### src/rtl/nibble_serial_adder_pkg.sv
// nibble_serial_adder_pkg: shared FSM state type and width helpers for the nibble-serial adder
package nibble_serial_adder_pkg;
  typedef enum logic [1:0] {IDLE, RUN, DONE} state_t;
  function automatic int nib_count(input int w);
    return w / 4;
  endfunction
  function automatic int idx_width(input int w);
    return (w / 4 > 1) ? $clog2(w / 4) : 1;
  endfunction
endpackage

### src/rtl/nibble_serial_adder_cla4_slice.sv
// cla4_slice: combinational 4-bit carry-lookahead slice (PG generator, CLA, sum)
module cla4_slice (
  input  logic [3:0] x,
  input  logic [3:0] y,
  input  logic       cin,
  output logic [3:0] s,
  output logic [3:0] c,
  output logic       cout
);
  logic [3:0] p, g;
  assign p = x ^ y;
  assign g = x & y;
  assign c[0] = cin;
  assign c[1] = g[0] | (p[0] & cin);
  assign c[2] = g[1] | (p[1] & g[0]) | (p[1] & p[0] & cin);
  assign c[3] = g[2] | (p[2] & g[1]) | (p[2] & p[1] & g[0]) | (p[2] & p[1] & p[0] & cin);
  assign cout = g[3] | (p[3] & g[2]) | (p[3] & p[2] & g[1]) | (p[3] & p[2] & p[1] & g[0])
              | (p[3] & p[2] & p[1] & p[0] & cin);
  assign s = p ^ c;
endmodule

### src/rtl/nibble_serial_adder.sv
// nibble_serial_adder: WIDTH-bit add/subtract computed one nibble per clock through one CLA slice
module nibble_serial_adder
  import nibble_serial_adder_pkg::*;
#(
  parameter int WIDTH = 16
) (
  input  logic             clk,
  input  logic             rst,
  input  logic             in_valid,
  output logic             in_ready,
  input  logic [WIDTH-1:0] op_a,
  input  logic [WIDTH-1:0] op_b,
  input  logic             sub,
  output logic             out_valid,
  input  logic             out_ready,
  output logic [WIDTH-1:0] sum,
  output logic             cout,
  output logic             ovf,
  output logic             zero
);
  localparam int NIB = nib_count(WIDTH);
  localparam int IW = idx_width(WIDTH);
  localparam logic [IW-1:0] LAST = IW'(NIB - 1);
  state_t state, state_n;
  logic [WIDTH-1:0] a, b, sum_n;
  logic [IW-1:0] idx;
  logic carry, last, slice_cout;
  logic [3:0] s, c;
  assign last = idx == LAST;
  assign in_ready = state == IDLE && !rst;
  assign out_valid = state == DONE;
  cla4_slice u_slice (
    .x(a[4*idx +: 4]),
    .y(b[4*idx +: 4]),
    .cin(carry),
    .s(s),
    .c(c),
    .cout(slice_cout)
  );
  // full result as it will look after this cycle's nibble lands, used for zero
  always_comb begin
    sum_n = sum;
    sum_n[4*idx +: 4] = s;
  end
  always_comb begin
    state_n = state == IDLE ? (in_valid ? RUN : IDLE)
            : state == RUN  ? (last ? DONE : RUN)
            :                 (out_ready ? IDLE : DONE);
  end
  always_ff @(posedge clk) begin
    if (rst) begin
      state <= IDLE;
      idx   <= '0;
      carry <= 1'b0;
      a     <= '0;
      b     <= '0;
      sum   <= '0;
      cout  <= 1'b0;
      ovf   <= 1'b0;
      zero  <= 1'b0;
    end else begin
      state <= state_n;
      if (state == IDLE && in_valid) begin
        a     <= op_a;
        b     <= sub ? ~op_b : op_b;
        carry <= sub;
        idx   <= '0;
      end else if (state == RUN) begin
        sum   <= sum_n;
        carry <= slice_cout;
        idx   <= idx + 1'b1;
        if (last) begin
          cout <= slice_cout;
          ovf  <= c[3] ^ slice_cout;
          zero <= sum_n == '0;
        end
      end
    end
  end
endmodule
### config.mk
export PLATFORM = sky130hd
export DESIGN_NAME = nibble_serial_adder
export DESIGN_NICKNAME = d
export VERILOG_FILES = /design/src/rtl/nibble_serial_adder_pkg.sv /design/src/rtl/nibble_serial_adder_cla4_slice.sv /design/src/rtl/nibble_serial_adder.sv
export SDC_FILE = /design/constraint.sdc
export NUM_CORES = 1
export LEC_CHECK = 0
export BUFFER_PORTS_ARGS = -buffer_cell sky130_fd_sc_hd__buf_2
export CELL_PAD_IN_SITES_DETAIL_PLACEMENT = 2
export CELL_PAD_IN_SITES_GLOBAL_PLACEMENT = 2
export CORE_MARGIN = 3
export CORE_UTILIZATION = 33
export CTS_CLUSTER_DIAMETER = 40
export CTS_CLUSTER_SIZE = 28
export DETAILED_ROUTE_END_ITERATION = 8
export GPL_TIMING_DRIVEN = 0
export PLACE_DENSITY_LB_ADDON = 0.1
export SYNTH_ARGS = -nofsm -noshare
export SYNTH_HDL_FRONTEND = slang
export SYNTH_SLANG_ARGS = --single-unit
export TNS_END_PERCENT = 1
### constraint.sdc
create_clock -name clk -period 3.8 [get_ports clk]
set_input_delay 0.95 -clock clk [delete_from_list [all_inputs] [get_ports clk]]
set_output_delay 0.95 -clock clk [all_outputs]
set_load 0.01 [all_outputs]
==> results.md, run 1 <==
- Status: complete, no violations
- CTS resizes: 0
- Crit path capture type: register
- Unique cell type count in the Yosys netlist: 40
- Starting Density: 34.7%
- Reg2reg setup slack: 0.49 ns
- Cell area after placement: 3140 sq um
- Yosys warnings: 0
- Top Usage Layer GRT: met2
- Startpoint Class: register
- Core Region: 7890 sq um
- GR Util met1: 21.4%
- Tcrit/Tclk final: 87.2%
- Worst setup path category: register to register
- Critical path cell sequence: buf_2 -> buf_2 -> mux4_2 -> ha_1 -> a21o_2 -> a21oi_1 -> xnor2_1 -> o311ai_2 -> a41o_1
- # DRC: 0
- Max_slew headroom: 46.5%
- Yosys reg bits: 56
- Max stage delay on crit path: 0.64 ns
- Clock-pin slew on the worst setup and hold paths: 0.10 ns
- Post-Synthesis Cell Area: 2740 sq um
- Non-Filler Instances: 466
- DP Wirelength: 6210 microns
- MaxCap Viol Count: 0
- CP top delay family: XOR/XNOR gates
- I/O pin total: 58
- Power, Total: 1.24 mW
- Post-CTS setup repair buffer count: 0
- Setup ws final: 0.486 ns
- Placed Instances: 458
- Least-Margin Pin Slew: 0.797 ns
- Post-DRT Antenna Nets: 0
- Vias: 2433
- Most used DFF post-synth: dfxtp_1
- Post-synth EDFFs: 0
- Seq/Total Area, Yosys: 41.0%
- Die Height: 97.0 microns
- Number of global-route vias before repair: 2601
- H-tree Lvls: 2
- Final Instance Area: 3230 sq um
- Most used cell, CP: buf_2
- Tot GR Track Use: 17.4%
- Final Setup Violations: 0
- Routability cong.: 0.811
- FMAX: 302 MHz
- Finished Core Util: 41.0%
- Num CTS Buffers: 5
- Post-DR vias/cell: 5.22
- Max-slew violation count: 0
- Pwr/cell area: 385 nW/um^2
- Pre-CTS setup slack: 0.468 ns
- TNS Setup: 0 ns
- Final #Nets: 412
- CTS Buffer Depth: 2
- Max FO, Critical Path: 10
- Syn Nets: 349
- Worst endpoint data arrival time: 3.53 ns
- Root Driver: clkbuf_8
- Antenna cell count: 0
- Met2 GRT Util: 31.7%
- Hold Crit Class: register to register
- Rows: 32
- Hold slack: 0.461 ns
- Met3 usage: 2.67%
- DR iter-0 viols: 59
- DR pass1 iterations: 4
- Global-route wire length before repair: 13200 microns
- Post-synth ARST share: 0%
- Clock skew: 0.00719 ns
- Synthesis-to-finish area growth: 18.2%
- Hold buffers post-CTS: 0
- WP data required: 4.01 ns
- Initial antenna violation count: 0
- Layout cells sized above 1: 23.9%
- Final Critical Period: 3.31 ns
- Wire length per cell: 17.3 microns
- GRT overflow: 0
- CTS tree: done
- Leakage Power: 1.33 nW
- Largest net degree at the start of global routing: 16
- Peak supply drop: 0.142 mV
- Critical path's slowest cell: xnor2_1
- Sink Count: 56
- Chip width: 97.0 microns
- Worst-Skew Late Latency: 0.31 ns
- Final Hold Vio Count: 0
- Port bufs: 56
- Post-Syn Instances: 300
- Die area: 9420 sq um
- RSZ-0062 raised after global routing: false
- WP buf/inv: 2
- Post-synthesis area per instance: 9.12 sq um
- Post-Route WL: 8050 microns
report_power, final:
part	switching, mW	leakage [nW]	internal, mW
clock network	0.191	0.0455	0.149
logic	0.156	0.823	0.109
registers	0.0202	0.458	0.619
total	0.367	1.33	0.878
cells by family after synthesis:
| logic type | synth area share, % |
|---|---|
| fa+ha+maj | 5.76 |
| mux | 7.36 |
| xor+xnor | 6.08 |
| simple gates | 18.3 |
| flops | 41.0 |
| compound gates | 17.8 |
| buf+inv | 3.66 |
cell type report:
class	count	area [sq um]
Fill cell	915	4650
Multi-Input combinational cell	221	1510
Sequential cell	56	1120
Timing Repair Buffer	56	280
Tap cell	102	128
Clock buffer	8	90.1
Buffer	20	88.8
Inverter	3	11.3
worst reg2reg max path, stage by stage, from the launching register on:
cell	delay (ns)
dfxtp_1	0.40
buf_2	0.26
buf_2	0.34
mux4_2	0.62
ha_1	0.37
a21o_2	0.14
a21oi_1	0.07
xnor2_1	0.64
o311ai_2	0.13
a41o_1	0.26
metal layers:
metal	share of wire (%)	routed length [microns]	up-vias
met3	3.3	262	6
met1	46	3690	1191
li1	-	-	1188
met4	0.87	70	0
met5	0	0	-
met2	50	4030	48
final timing paths:
| path | from | to | cells after the start |
|---|---|---|---|
| worst min-delay path | a[13] | a[13] | 2 |
| worst max-delay path | idx[0] | zero | 9 |
| worst max register to register | idx[0] | zero | 9 |
| worst min register to register | a[13] | a[13] | 2 |
cell usage after synthesis (2+ instances only):
| master | n | area [sq um] |
|---|---|---|
| a22oi_1 | 16 | 120 |
| nor3_1 | 6 | 30.0 |
| ha_1 | 11 | 138 |
| clkbuf_1 | 11 | 41.3 |
| dfxtp_1 | 56 | 1120 |
| nand2b_1 | 4 | 25.0 |
| a211oi_1 | 17 | 128 |
| xnor2_1 | 18 | 158 |
| inv_1 | 3 | 11.3 |
| nor2_1 | 41 | 154 |
| o21ai_0 | 2 | 10.0 |
| mux4_2 | 8 | 180 |
| nor4b_2 | 2 | 30.0 |
| buf_2 | 8 | 40.0 |
| a21oi_1 | 24 | 120 |
| nand2_1 | 45 | 169 |
| nor4_1 | 5 | 31.3 |
registers in the layout (all words and copies together) (netlist names):
register	count
cout	1
sum	16
ovf	1
zero	1
idx	2
a	16
carry	1
state	2
b	16
placed cells by master, fill, tap and decap left out, types with 2 or more instances in the layout:
master,n
nand2_1,45
nor4b_2,2
nor4_1,5
buf_2,64
clkbuf_1,13
nor3_1,6
inv_1,3
dfxtp_1,56
xnor2_1,18
mux4_2,8
a21oi_1,24
nand2b_1,4
clkbuf_8,6
ha_1,11
a22oi_1,16
a211oi_1,17
o21ai_0,2
nor2_1,41
No activity file was read; power rests on OpenSTA's default activity.
==> inputs of run 2 (changes only) <==
--- a/config.mk
+++ b/config.mk
@@ -17,5 +17,6 @@
 export PLACE_DENSITY_LB_ADDON = 0.1
 export SYNTH_ARGS = -nofsm -noshare
 export SYNTH_HDL_FRONTEND = slang
+export SYNTH_HIERARCHICAL = 1
 export SYNTH_SLANG_ARGS = --single-unit
 export TNS_END_PERCENT = 1
==> run 2 against run 1 <==
  * First-iteration DRC count fell by 6.8%
  * Die area increased by 0.26%
  * Register-to-register slack lost 0.29 ns
  * Critical path type unchanged
==> results.md, run 2 <==
- Post-synthesis area per instance: 9.14 sq um (+0.27%)
- # DRC: 0 (unchanged)
- GRT overflow: 0 (unchanged)
- Largest net degree at the start of global routing: 18 (+2)
- Clock-pin slew on the worst setup and hold paths: 0.10 ns (about the same)
- Vias: 2423 (-0.41%)
- Sink Count: 56 (unchanged)
- Max FO, Critical Path: 10 (unchanged)
- Hold buffers post-CTS: 0 (unchanged)
- FMAX: 278 MHz (-7.9%)
- RSZ-0062 raised after global routing: false
- WP buf/inv: 2 (unchanged)
- WP data required: 4.02 ns (about the same)
- Startpoint Class: register
- Routability cong.: 0.824 (+1.5%)
- Yosys warnings: 6 (+6)
- Die area: 9440 sq um (+0.26%)
- Worst endpoint data arrival time: 3.82 ns (+0.29 ns)
- Global-route wire length before repair: 13600 microns (+2.7%)
- Post-DR vias/cell: 5.20 (-0.41%)
- TNS Setup: 0 ns (unchanged)
- Post-CTS setup repair buffer count: 0 (unchanged)
- Most frequent cells in the layout: buf_2 (66), dfxtp_1 (56), nor2_1 (43), nand2_1 (37), a21oi_1 (21)
- Post-DRT Antenna Nets: 0 (unchanged)
- Synthesis-to-finish area growth: 18.9%
- Clock skew: 0.00460 ns (-0.00259 ns)
- H-tree Lvls: 2 (unchanged)
- Starting Density: 34.8% (+0.095 points)
- Chip width: 97.2 microns (+0.13%)
- Tot GR Track Use: 17.8% (+0.42 points)
- DP Wirelength: 6210 microns (about the same)
- Rows: 32 (unchanged)
- Peak supply drop: 0.148 mV (+4.0%)
- Post-Synthesis Cell Area: 2740 sq um (+0.27%)
- Worst setup path category: register to register
- Core Region: 7890 sq um (unchanged)
- Least-Margin Pin Slew: 0.752 ns (-0.0444 ns)
- Max_slew headroom: 49.7% (+3.2 points)
- DR pass1 iterations: 4 (unchanged)
- CTS Buffer Depth: 2 (unchanged)
- Port bufs: 56 (unchanged)
- Num CTS Buffers: 5 (unchanged)
- Tcrit/Tclk final: 94.7% (+7.5 points)
- Largest regs: a (16), b (16), sum (16)
- Max stage delay on crit path: 0.60 ns (-0.04 ns)
- Layout cells sized above 1: 25.3% (+1.4 points)
- Final Setup Violations: 0 (unchanged)
- Post-Syn Instances: 300 (unchanged)
- Most used cell, CP: nor3_1
- Final #Nets: 411 (-0.24%)
- Leakage Power: 1.33 nW (+0.39%)
- Number of global-route vias before repair: 2564 (-1.4%)
- Final Critical Period: 3.60 ns (+0.286 ns)
- Max-slew violation count: 0 (unchanged)
- Wire length per cell: 17.7 microns (+2.3%)
- Antenna cell count: 0 (unchanged)
- DR iter-0 viols: 55 (-6.8%)
- Root Driver: clkbuf_8
- Placed Instances: 458 (unchanged)
- Critical path's slowest cell: xor2_1
- MaxCap Viol Count: 0 (unchanged)
- CP top delay family: simple AND/OR/NAND/NOR gates
- Syn Nets: 348 (-0.29%)
- Final Hold Vio Count: 0 (unchanged)
- Most common cell after layout, fill and taps aside: buf_2
- Status: complete, no violations
- Crit path capture type: register
- Post-Route WL: 8230 microns (+2.3%)
- CTS resizes: 0 (unchanged)
- Die Height: 97.2 microns (+0.13%)
- Initial antenna violation count: 0 (unchanged)
- Critical path cell sequence: buf_6 -> buf_4 -> mux4_2 -> ha_1 -> a211oi_2 -> nor2_1 -> xor2_1 -> nor3_1 -> nor4_1 -> nor3_1 -> a41o_1
- Pwr/cell area: 401 nW/um^2 (+4.1%)
- Non-Filler Instances: 466 (unchanged)
- CTS tree: done
- Worst-Skew Late Latency: 0.32 ns (about the same)
- Hold Crit Class: register to register
- I/O pin total: 58 (unchanged)
## run 2: changes by cell type in the layout (fill, tap and decap cells not counted), sizes merged, moves of 2 or more
cell,change
clkbuf,-6
nand2b,-2
nand2,-8
inv,+4
a211oi,+3
buf,+5
nor3,+2
nor2b,+2
nor4,-2
a21oi,-3
nor2,+2
## run 2: path summary, 6_finish.rpt
kind | from | end | slack (ns) | cells past startpoint
hold reg to reg | a[9] | a[9] | 0.46 | 2
setup reg to reg | idx[0] | zero | 0.20 | 11
setup / recovery | idx[0] | zero | 0.20 | 11
hold / removal | a[9] | a[9] | 0.46 | 2
## run 2: per-layer routing
layer / vias to the layer above / routed length, microns / share of wire [%] / global-route usage, %
li1: 1174 / - / - / -
met1: 1197 / 3630 / 44 / 22.7
met2: 44 / 4200 / 51 / 31.4
met3: 8 / 282 / 3.4 / 2.66
met4: 0 / 119 / 1.4 / 4.75
met5: - / 0 / 0 / 0
## run 2: tightest hold or removal path, stage by stage (launching register included)
cell and delay, ns:
dfxtp_1 0.32, nand2_1 0.05, a21oi_1 0.05
## run 2: power breakdown
group / switching (mW) / internal (mW)
registers: 0.0199 / 0.620
logic: 0.158 / 0.103
clock network: 0.211 / 0.196
total: 0.389 / 0.918
## run 2: layout make-up
cell class	count	area (sq um)
Buffer	22	110
Inverter	7	26.3
Multi-Input combinational cell	215	1490
Clock inverter	3	42.5
Fill cell	895	4630
Sequential cell	56	1120
Clock buffer	5	68.8
Tap cell	102	128
Timing Repair Buffer	56	280
## run 2: per-stage QoR
stage | utilization, % | setup WS (ns) | power, mW | cell area [sq um] | hold WS (ns)
finish | 41.4 | 0.200 | 1.31 | 3260 | 0.461
CTS | 41.4 | 0.239 | 1.32 | 3260 | 0.467
global route | 41.4 | 0.0490 | 1.37 | 3260 | 0.488
floorplan | - | 0.929 | 0.820 | 2740 | 0.432
global placement | 39.9 | 0.362 | 0.907 | 3150 | 0.442
detailed placement | 39.9 | 0.267 | 0.916 | 3150 | 0.452
